$ cat config.mk
export PLATFORM = sky130hd
export DESIGN_NAME = hazard_fwd_unit
export DESIGN_NICKNAME = d
export VERILOG_FILES = /design/src/rtl/hazard_fwd_unit_pkg.sv /design/src/rtl/hfu_port_match.sv /design/src/rtl/hazard_fwd_unit.sv
export SDC_FILE = /design/constraint.sdc
export NUM_CORES = 1
export LEC_CHECK = 0
export ABC_CLOCK_PERIOD_IN_PS = 2130
export CORE_ASPECT_RATIO = 0.75
export CORE_MARGIN = 2
export CORE_UTILIZATION = 49
export CTS_BUF_LIST = sky130_fd_sc_hd__clkbuf_16
export CTS_CLUSTER_SIZE = 8
export DETAILED_ROUTE_END_ITERATION = 6
export GPL_TIMING_DRIVEN = 0
export PLACE_DENSITY = 0.76
export SETUP_SLACK_MARGIN = 0.4
export SYNTH_ARGS = -nofsm -noshare
export SYNTH_HDL_FRONTEND = slang
export SYNTH_SLANG_ARGS = --single-unit
$ cat constraint.sdc
create_clock -name clk -period 2.13 [get_ports clk]
set_input_delay 0.426 -clock clk [delete_from_list [all_inputs] [get_ports clk]]
set_output_delay 0.426 -clock clk [all_outputs]
set_load 0.02 [all_outputs]
$ cat src/rtl/hazard_fwd_unit_pkg.sv
// Shared forwarding-select codes, Tnew/Tuse timing codes and MDU latency defaults
// for the hazard/forwarding unit.
package hazard_fwd_unit_pkg;

  typedef enum logic [1:0] {
    FWD_RF = 2'd0,
    FWD_E  = 2'd1,
    FWD_M  = 2'd2,
    FWD_W  = 2'd3
  } fwd_sel_e;

  // Tnew: cycles after entering E until the result exists; Tuse: cycles until a read is consumed.
  typedef enum int {
    T_PC  = 0,
    T_ALU = 1,
    T_DM  = 2
  } t_code_e;

  localparam int DEF_MULT_CYCLES = 5;
  localparam int DEF_DIV_CYCLES  = 10;

endpackage

$ cat src/rtl/hfu_port_match.sv
// Per-read-port hazard detect and forward select; purely combinational, zero latency.
// Sets stall when the nearest producer cannot deliver in time; it never applies backpressure itself.
module hfu_port_match
  import hazard_fwd_unit_pkg::*;
#(
  parameter int REG_AW = 5,
  parameter int TW     = 2
) (
  input  logic [REG_AW-1:0] addr_d,
  input  logic [TW-1:0]     tuse_d,
  input  logic [REG_AW-1:0] addr_e,
  input  logic [REG_AW-1:0] addr_m,
  input  logic [REG_AW-1:0] a3_e,
  input  logic [TW-1:0]     tnew_e,
  input  logic [REG_AW-1:0] a3_m,
  input  logic [TW-1:0]     tnew_m,
  input  logic [REG_AW-1:0] a3_w,
  output logic              stall,
  output logic [1:0]        fwd_d,
  output logic [1:0]        fwd_e,
  output logic [1:0]        fwd_m
);

  logic d_hit_e, d_hit_m, d_hit_w;
  logic e_hit_m, e_hit_w;
  logic m_hit_w;
  logic e_rdy, m_rdy;

  // $0 is hard-wired, so a zero address never matches any producer.
  assign d_hit_e = (addr_d != '0) && (a3_e == addr_d);
  assign d_hit_m = (addr_d != '0) && (a3_m == addr_d);
  assign d_hit_w = (addr_d != '0) && (a3_w == addr_d);
  assign e_hit_m = (addr_e != '0) && (a3_m == addr_e);
  assign e_hit_w = (addr_e != '0) && (a3_w == addr_e);
  assign m_hit_w = (addr_m != '0) && (a3_w == addr_m);

  assign e_rdy = (tnew_e == TW'(T_PC));
  assign m_rdy = (tnew_m == TW'(T_PC));

  assign stall = (d_hit_e && (tnew_e > tuse_d)) ||
                 (d_hit_m && !d_hit_e && (tnew_m > tuse_d));

  // Nearest producer wins even when not ready; the stall covers that case.
  always_comb begin
    fwd_d = FWD_RF;
    fwd_e = FWD_RF;
    fwd_m = FWD_RF;
    if (d_hit_e)      fwd_d = e_rdy ? FWD_E : FWD_RF;
    else if (d_hit_m) fwd_d = m_rdy ? FWD_M : FWD_RF;
    else if (d_hit_w) fwd_d = FWD_W;
    if (e_hit_m)      fwd_e = m_rdy ? FWD_M : FWD_RF;
    else if (e_hit_w) fwd_e = FWD_W;
    if (m_hit_w)      fwd_m = FWD_W;
  end

endmodule

$ cat src/rtl/hazard_fwd_unit.sv
// Hazard/forwarding unit for the 5-stage pipeline: shadow producer/consumer records plus MDU busy countdown.
// Outputs are combinational from D inputs and registered records; stall freezes F/D and bubbles E.
module hazard_fwd_unit
  import hazard_fwd_unit_pkg::*;
#(
  parameter int NUM_RP      = 2,
  parameter int REG_AW      = 5,
  parameter int TW          = 2,
  parameter int MULT_CYCLES = DEF_MULT_CYCLES,
  parameter int DIV_CYCLES  = DEF_DIV_CYCLES
) (
  input  logic                     clk,
  input  logic                     reset,
  input  logic [NUM_RP*REG_AW-1:0] rd_addr_D,
  input  logic [NUM_RP*TW-1:0]     rd_tuse_D,
  input  logic [REG_AW-1:0]        a3_D,
  input  logic [TW-1:0]            tnew_D,
  input  logic                     md_start_D,
  input  logic                     md_div_D,
  input  logic                     md_use_D,
  input  logic                     flush,
  output logic                     stall,
  output logic [NUM_RP*2-1:0]      fwd_D,
  output logic [NUM_RP*2-1:0]      fwd_E,
  output logic [NUM_RP*2-1:0]      fwd_M,
  output logic                     md_busy
);

  localparam int CW = $clog2(DIV_CYCLES + 1);

  logic [REG_AW-1:0]        a3_e, a3_m, a3_w;
  logic [TW-1:0]            tnew_e, tnew_m;
  logic [NUM_RP*REG_AW-1:0] addr_e, addr_m;
  logic                     md_start_e, md_div_e;
  logic [CW-1:0]            md_cnt;
  logic [NUM_RP-1:0]        port_stall;
  logic                     md_stall;

  for (genvar i = 0; i < NUM_RP; i++) begin : g_port
    hfu_port_match #(
      .REG_AW (REG_AW),
      .TW     (TW)
    ) u_port_match (
      .addr_d (rd_addr_D[i*REG_AW +: REG_AW]),
      .tuse_d (rd_tuse_D[i*TW +: TW]),
      .addr_e (addr_e[i*REG_AW +: REG_AW]),
      .addr_m (addr_m[i*REG_AW +: REG_AW]),
      .a3_e   (a3_e),
      .tnew_e (tnew_e),
      .a3_m   (a3_m),
      .tnew_m (tnew_m),
      .a3_w   (a3_w),
      .stall  (port_stall[i]),
      .fwd_d  (fwd_D[i*2 +: 2]),
      .fwd_e  (fwd_E[i*2 +: 2]),
      .fwd_m  (fwd_M[i*2 +: 2])
    );
  end

  assign md_busy  = (md_cnt != '0);
  assign md_stall = md_use_D && (md_start_e || md_busy);
  assign stall    = (|port_stall) || md_stall;

  always_ff @(posedge clk) begin
    if (!reset) begin
      a3_e       <= '0;
      tnew_e     <= '0;
      addr_e     <= '0;
      md_start_e <= 1'b0;
      md_div_e   <= 1'b0;
      a3_m       <= '0;
      tnew_m     <= '0;
      addr_m     <= '0;
      a3_w       <= '0;
    end else if (flush) begin
      a3_e       <= '0;
      tnew_e     <= '0;
      addr_e     <= '0;
      md_start_e <= 1'b0;
      md_div_e   <= 1'b0;
      a3_m       <= '0;
      tnew_m     <= '0;
      addr_m     <= '0;
      a3_w       <= '0;
    end else begin
      if (stall) begin
        a3_e       <= '0;
        tnew_e     <= '0;
        addr_e     <= '0;
        md_start_e <= 1'b0;
        md_div_e   <= 1'b0;
      end else begin
        a3_e       <= a3_D;
        tnew_e     <= tnew_D;
        addr_e     <= rd_addr_D;
        md_start_e <= md_start_D;
        md_div_e   <= md_div_D;
      end
      a3_m   <= a3_e;
      tnew_m <= (tnew_e == TW'(T_PC)) ? tnew_e : tnew_e - TW'(1);
      addr_m <= addr_e;
      a3_w   <= a3_m;
    end
  end

  // An issued MDU op runs to completion; only reset stops the countdown.
  always_ff @(posedge clk) begin
    if (!reset) begin
      md_cnt <= '0;
    end else if (md_start_e) begin
      md_cnt <= md_div_e ? CW'(DIV_CYCLES) : CW'(MULT_CYCLES);
    end else if (md_busy) begin
      md_cnt <= md_cnt - CW'(1);
    end
  end

endmodule
==> flow_metrics.tcl, run 1 <==
set metrics [dict create \
    hold_depth 3 \
    cts_tree "built" \
    gp_congestion 0.8044 \
    crit_buf_inv 1 \
    hold_path.class "in2reg" \
    drt_iter0_drc 212 \
    combPwrFrac_pct 43.2 \
    initial_core_util_pct 51.23 \
    pwr-share-clk_pct 24.9 \
    area_growth_pct 62.03 \
    fillers 275 \
    r2r_slack_ns 0.05 \
    seq_area_frac_synth_pct 32.51 \
    r2r-end "addr_e[8]" \
    ys_seq_elements 45 \
    max_freq_mhz 391.2 \
    hp-start "rd_addr_D[0]" \
    grt-ovfl-total 0 \
    dpl_cell_area_sq_um 3301 \
    grt_pass1_vias 2540 \
    slew_headroom_pct 76.05 \
    seq_power_share_pct 32.0 \
    setup_ws_ns -0.4265 \
    clkSlewWorstSetupHoldPaths_ns 0.07 \
    drt_wl_total_microns 10010 \
    p_leak_uw 0.001798 \
    syn-cell-area_sq_um 2771 \
    ir_drop_uv 604.4 \
    r2r-start "a3_e[2]" \
    finalHoldViolCount 0 \
    cts_root_buffer "clkbuf_16" \
    min_to "addr_e[0]" \
    die_area_sq_um 6280 \
    status "finished, violations left" \
    die_x_microns 90.84 \
    fp.coreArea_sq_um 5410 \
    switching_share_pct 34.56 \
    grt_first_pass_wirelength_microns 13130 \
    die_y_microns 69.13 \
    boundaryPins 41 \
    syn_nets 343 \
    cts_hold_buf 0 \
    finClkSkew_ns 0.008121 \
    grtUsageTotal_pct 26.87 \
    yosys-top-cells-area "dfxtp_1, xnor2_1, xor2_1" \
    p_per_area_nw_per_um2 693.2 \
    path_cells "xor2_1 > nor3_2 > nand3_1 > nor4bb_4 > or4_4 > buf_6" \
    nets 427 \
    synthCells 306 \
    insertion_delay_ns 0.30 \
    htree_levels 2 \
    post-route-cell-area_sq_um 4491 \
    post-route-period-util_pct 120.0 \
    worst_path_largest_cell_delay_ns 0.48 \
    reg2reg_depth 8 \
    cts_sinks 45 \
    maxCapViolCount 0 \
    num_vias 2764 \
    first_pass_iters 5 \
    worst_path_dominant_cell_family "simple AND/OR/NAND/NOR gates" \
    synth.avg_cell_area_sq_um 9.057 \
    worst_pin_slew_ns 0.3584 \
    startpoint_type "register" \
    rsz0062_at_grt "true" \
    layout_commonest_cell "dfxtp_1" \
    timing.setup.tns_ns -1.858 \
    cp_max_fo 4 \
    hpwl_microns 5085 \
    rows 23 \
    drive_gt1_share_pct 47.31 \
    final-setup-viol-count 7 \
    cts.path.max_buffers 2 \
    crit_type "reg2out" \
    violations "negative setup slack" \
    slew_violations 0 \
    cp_slowest_cell "or4_4" \
    grt_max_degree 15 \
    p_switching_uw 1076 \
    wire_per_inst_microns 21.49 \
    synth_top_area_share_pct 32.51 \
    ys_warn_count 0 \
    fin_crit_ns 2.557 \
    portBuffers 38 \
    antenna_left 0 \
    endpoint_kind "primary output" \
    p_int_uw 2037 \
    cp.required_ns 1.70 \
    vias_per_cell 5.931 \
    final_cell_mix "dfxtp_1, buf_4, xnor2_1, buf_6" \
    antenna_found_initial 0 \
    drc 0 \
    cp.arrival_ns 2.13 \
    num_antenna_cells 0 \
    ys_types 40 \
    yosys.area.top_type "dfxtp_1" \
    cts_buffers 5 \
]
logic make-up (layout without fill, tap and decap cells):
logic type               after synthesis  after routing  synth area share, %
AO/OA/AOI/OAI                         41             41                10.34
multiplexers                           2              2               0.7224
XOR/XNOR                              61             61                19.28
buffers and inverters                 42            127                8.442
adder cells (fa/ha/maj)               10             10                4.515
AND/OR/NAND/NOR                      105            105                24.20
flip-flops                            45             45                32.51
layout make-up:
class	count	area [sq um]	area share, %
Multi-Input combinational cell	219	2163	48.17
Sequential cell	45	915.9	20.40
Timing Repair Buffer	77	775.7	17.27
Buffer	30	352.8	7.857
Clock buffer	5	125.1	2.786
Tap cell	75	93.84	2.090
Inverter	12	45.04	1.003
Clock inverter	3	18.77	0.4179
registers in the layout, summed over array words and instances (netlist names):
| register | cells |
|---|---|
| addr_e | 10 |
| addr_m | 10 |
| a3_e | 5 |
| a3_m | 5 |
| a3_w | 5 |
| md_cnt | 4 |
| tnew_e | 2 |
| tnew_m | 2 |
| md_div_e | 1 |
| md_start_e | 1 |
worst max path at each step:
stage	from	endpoint	depth (start not counted)
6_report	a3_e[4]	stall	6
5_1_grt	a3_e[2]	stall	6
4_1_cts	rd_addr_D[8]	stall	7
3_5_place_dp	rd_addr_D[6]	stall	7
3_3_place_gp	rd_addr_D[6]	stall	7
2_1_floorplan	rd_addr_D[1]	stall	6
metrics by stage:
stage	util, %	std cells	hold slack (ns)	total power (uW)	setup WS (ns)
after global placement	61.01	419	0.4772	1868	-1.360
after floorplan	-	306	0.4182	1617	-0.1468
after detailed placement	61.01	419	0.4873	1887	-1.403
after global routing	83.00	466	0.4819	3233	-0.4905
final	83.00	466	0.4745	3113	-0.4265
after CTS	75.86	455	0.4452	2867	-0.4218
worst reg2reg max path: stages, from the launching register on:
cell	delay, ns
dfxtp_2	0.35
xor2_1	0.16
nor3_1	0.25
nand3_1	0.19
and4bb_1	0.30
buf_6	0.14
buf_12	0.14
buf_12	0.15
nor4_4	0.30
layer usage:
metal,vias to the layer above,GRT usage [%],wire length (microns)
met4,0,9.596,414
li1,1224,-,-
met3,50,6.448,808
met2,172,44.44,4526
met1,1318,34.33,4263
met5,-,0,0
cells in the mapped netlist:
library cell and count:
dfxtp_1 45, xnor2_1 35, xor2_1 26, and2_1 22
o211ai_1 19, nor3_1 16, clkbuf_1 14, nor2_1 14
inv_1 12, a21oi_1 10, ha_1 10, nand3_1 10
nor4_1 10, nor4_2 9, buf_4 5, nand2_1 5
buf_2 4, o21a_1 4, buf_6 3, or2_2 3
clkbuf_2 2, mux2i_1 2, nand4_1 2, nor2_2 2
nor2b_1 2, nor4b_1 2, o2111a_1 2, o21ai_0 2
or3_1 2, or4_1 2, a211o_1 1, a211o_2 1
a211oi_1 1, and4bb_1 1, buf_12 1, buf_8 1
nor4_4 1, nor4bb_1 1, o21ai_1 1, or4_4 1
power groups by stage:
stage	logic (uW)	clock network (uW)	registers (uW)
global route	1430	799	1000
detailed placement	896	0	991
finish	1340	774	995
global placement	875	0	993
CTS	1130	756	980
floorplan	642	0	975
timing repair:
action,CTS,global route
gates resized for setup,223,66
endpoints found under the setup margin,33,42
gates cloned,2,0
setup buffers,26,11
pin swaps,44,34
Power figures use the tool's default switching activity.
==> inputs of run 2 (changes only) <==
--- a/config.mk
+++ b/config.mk
@@ -10,7 +10,7 @@
 export CORE_MARGIN = 2
 export CORE_UTILIZATION = 49
 export CTS_BUF_LIST = sky130_fd_sc_hd__clkbuf_16
-export CTS_CLUSTER_SIZE = 8
+export CTS_CLUSTER_SIZE = 10
 export DETAILED_ROUTE_END_ITERATION = 6
 export GPL_TIMING_DRIVEN = 0
 export PLACE_DENSITY = 0.76
==> results of run 2 <==
Same layout as run 1: the final DEF is identical, and so are final timing and power.
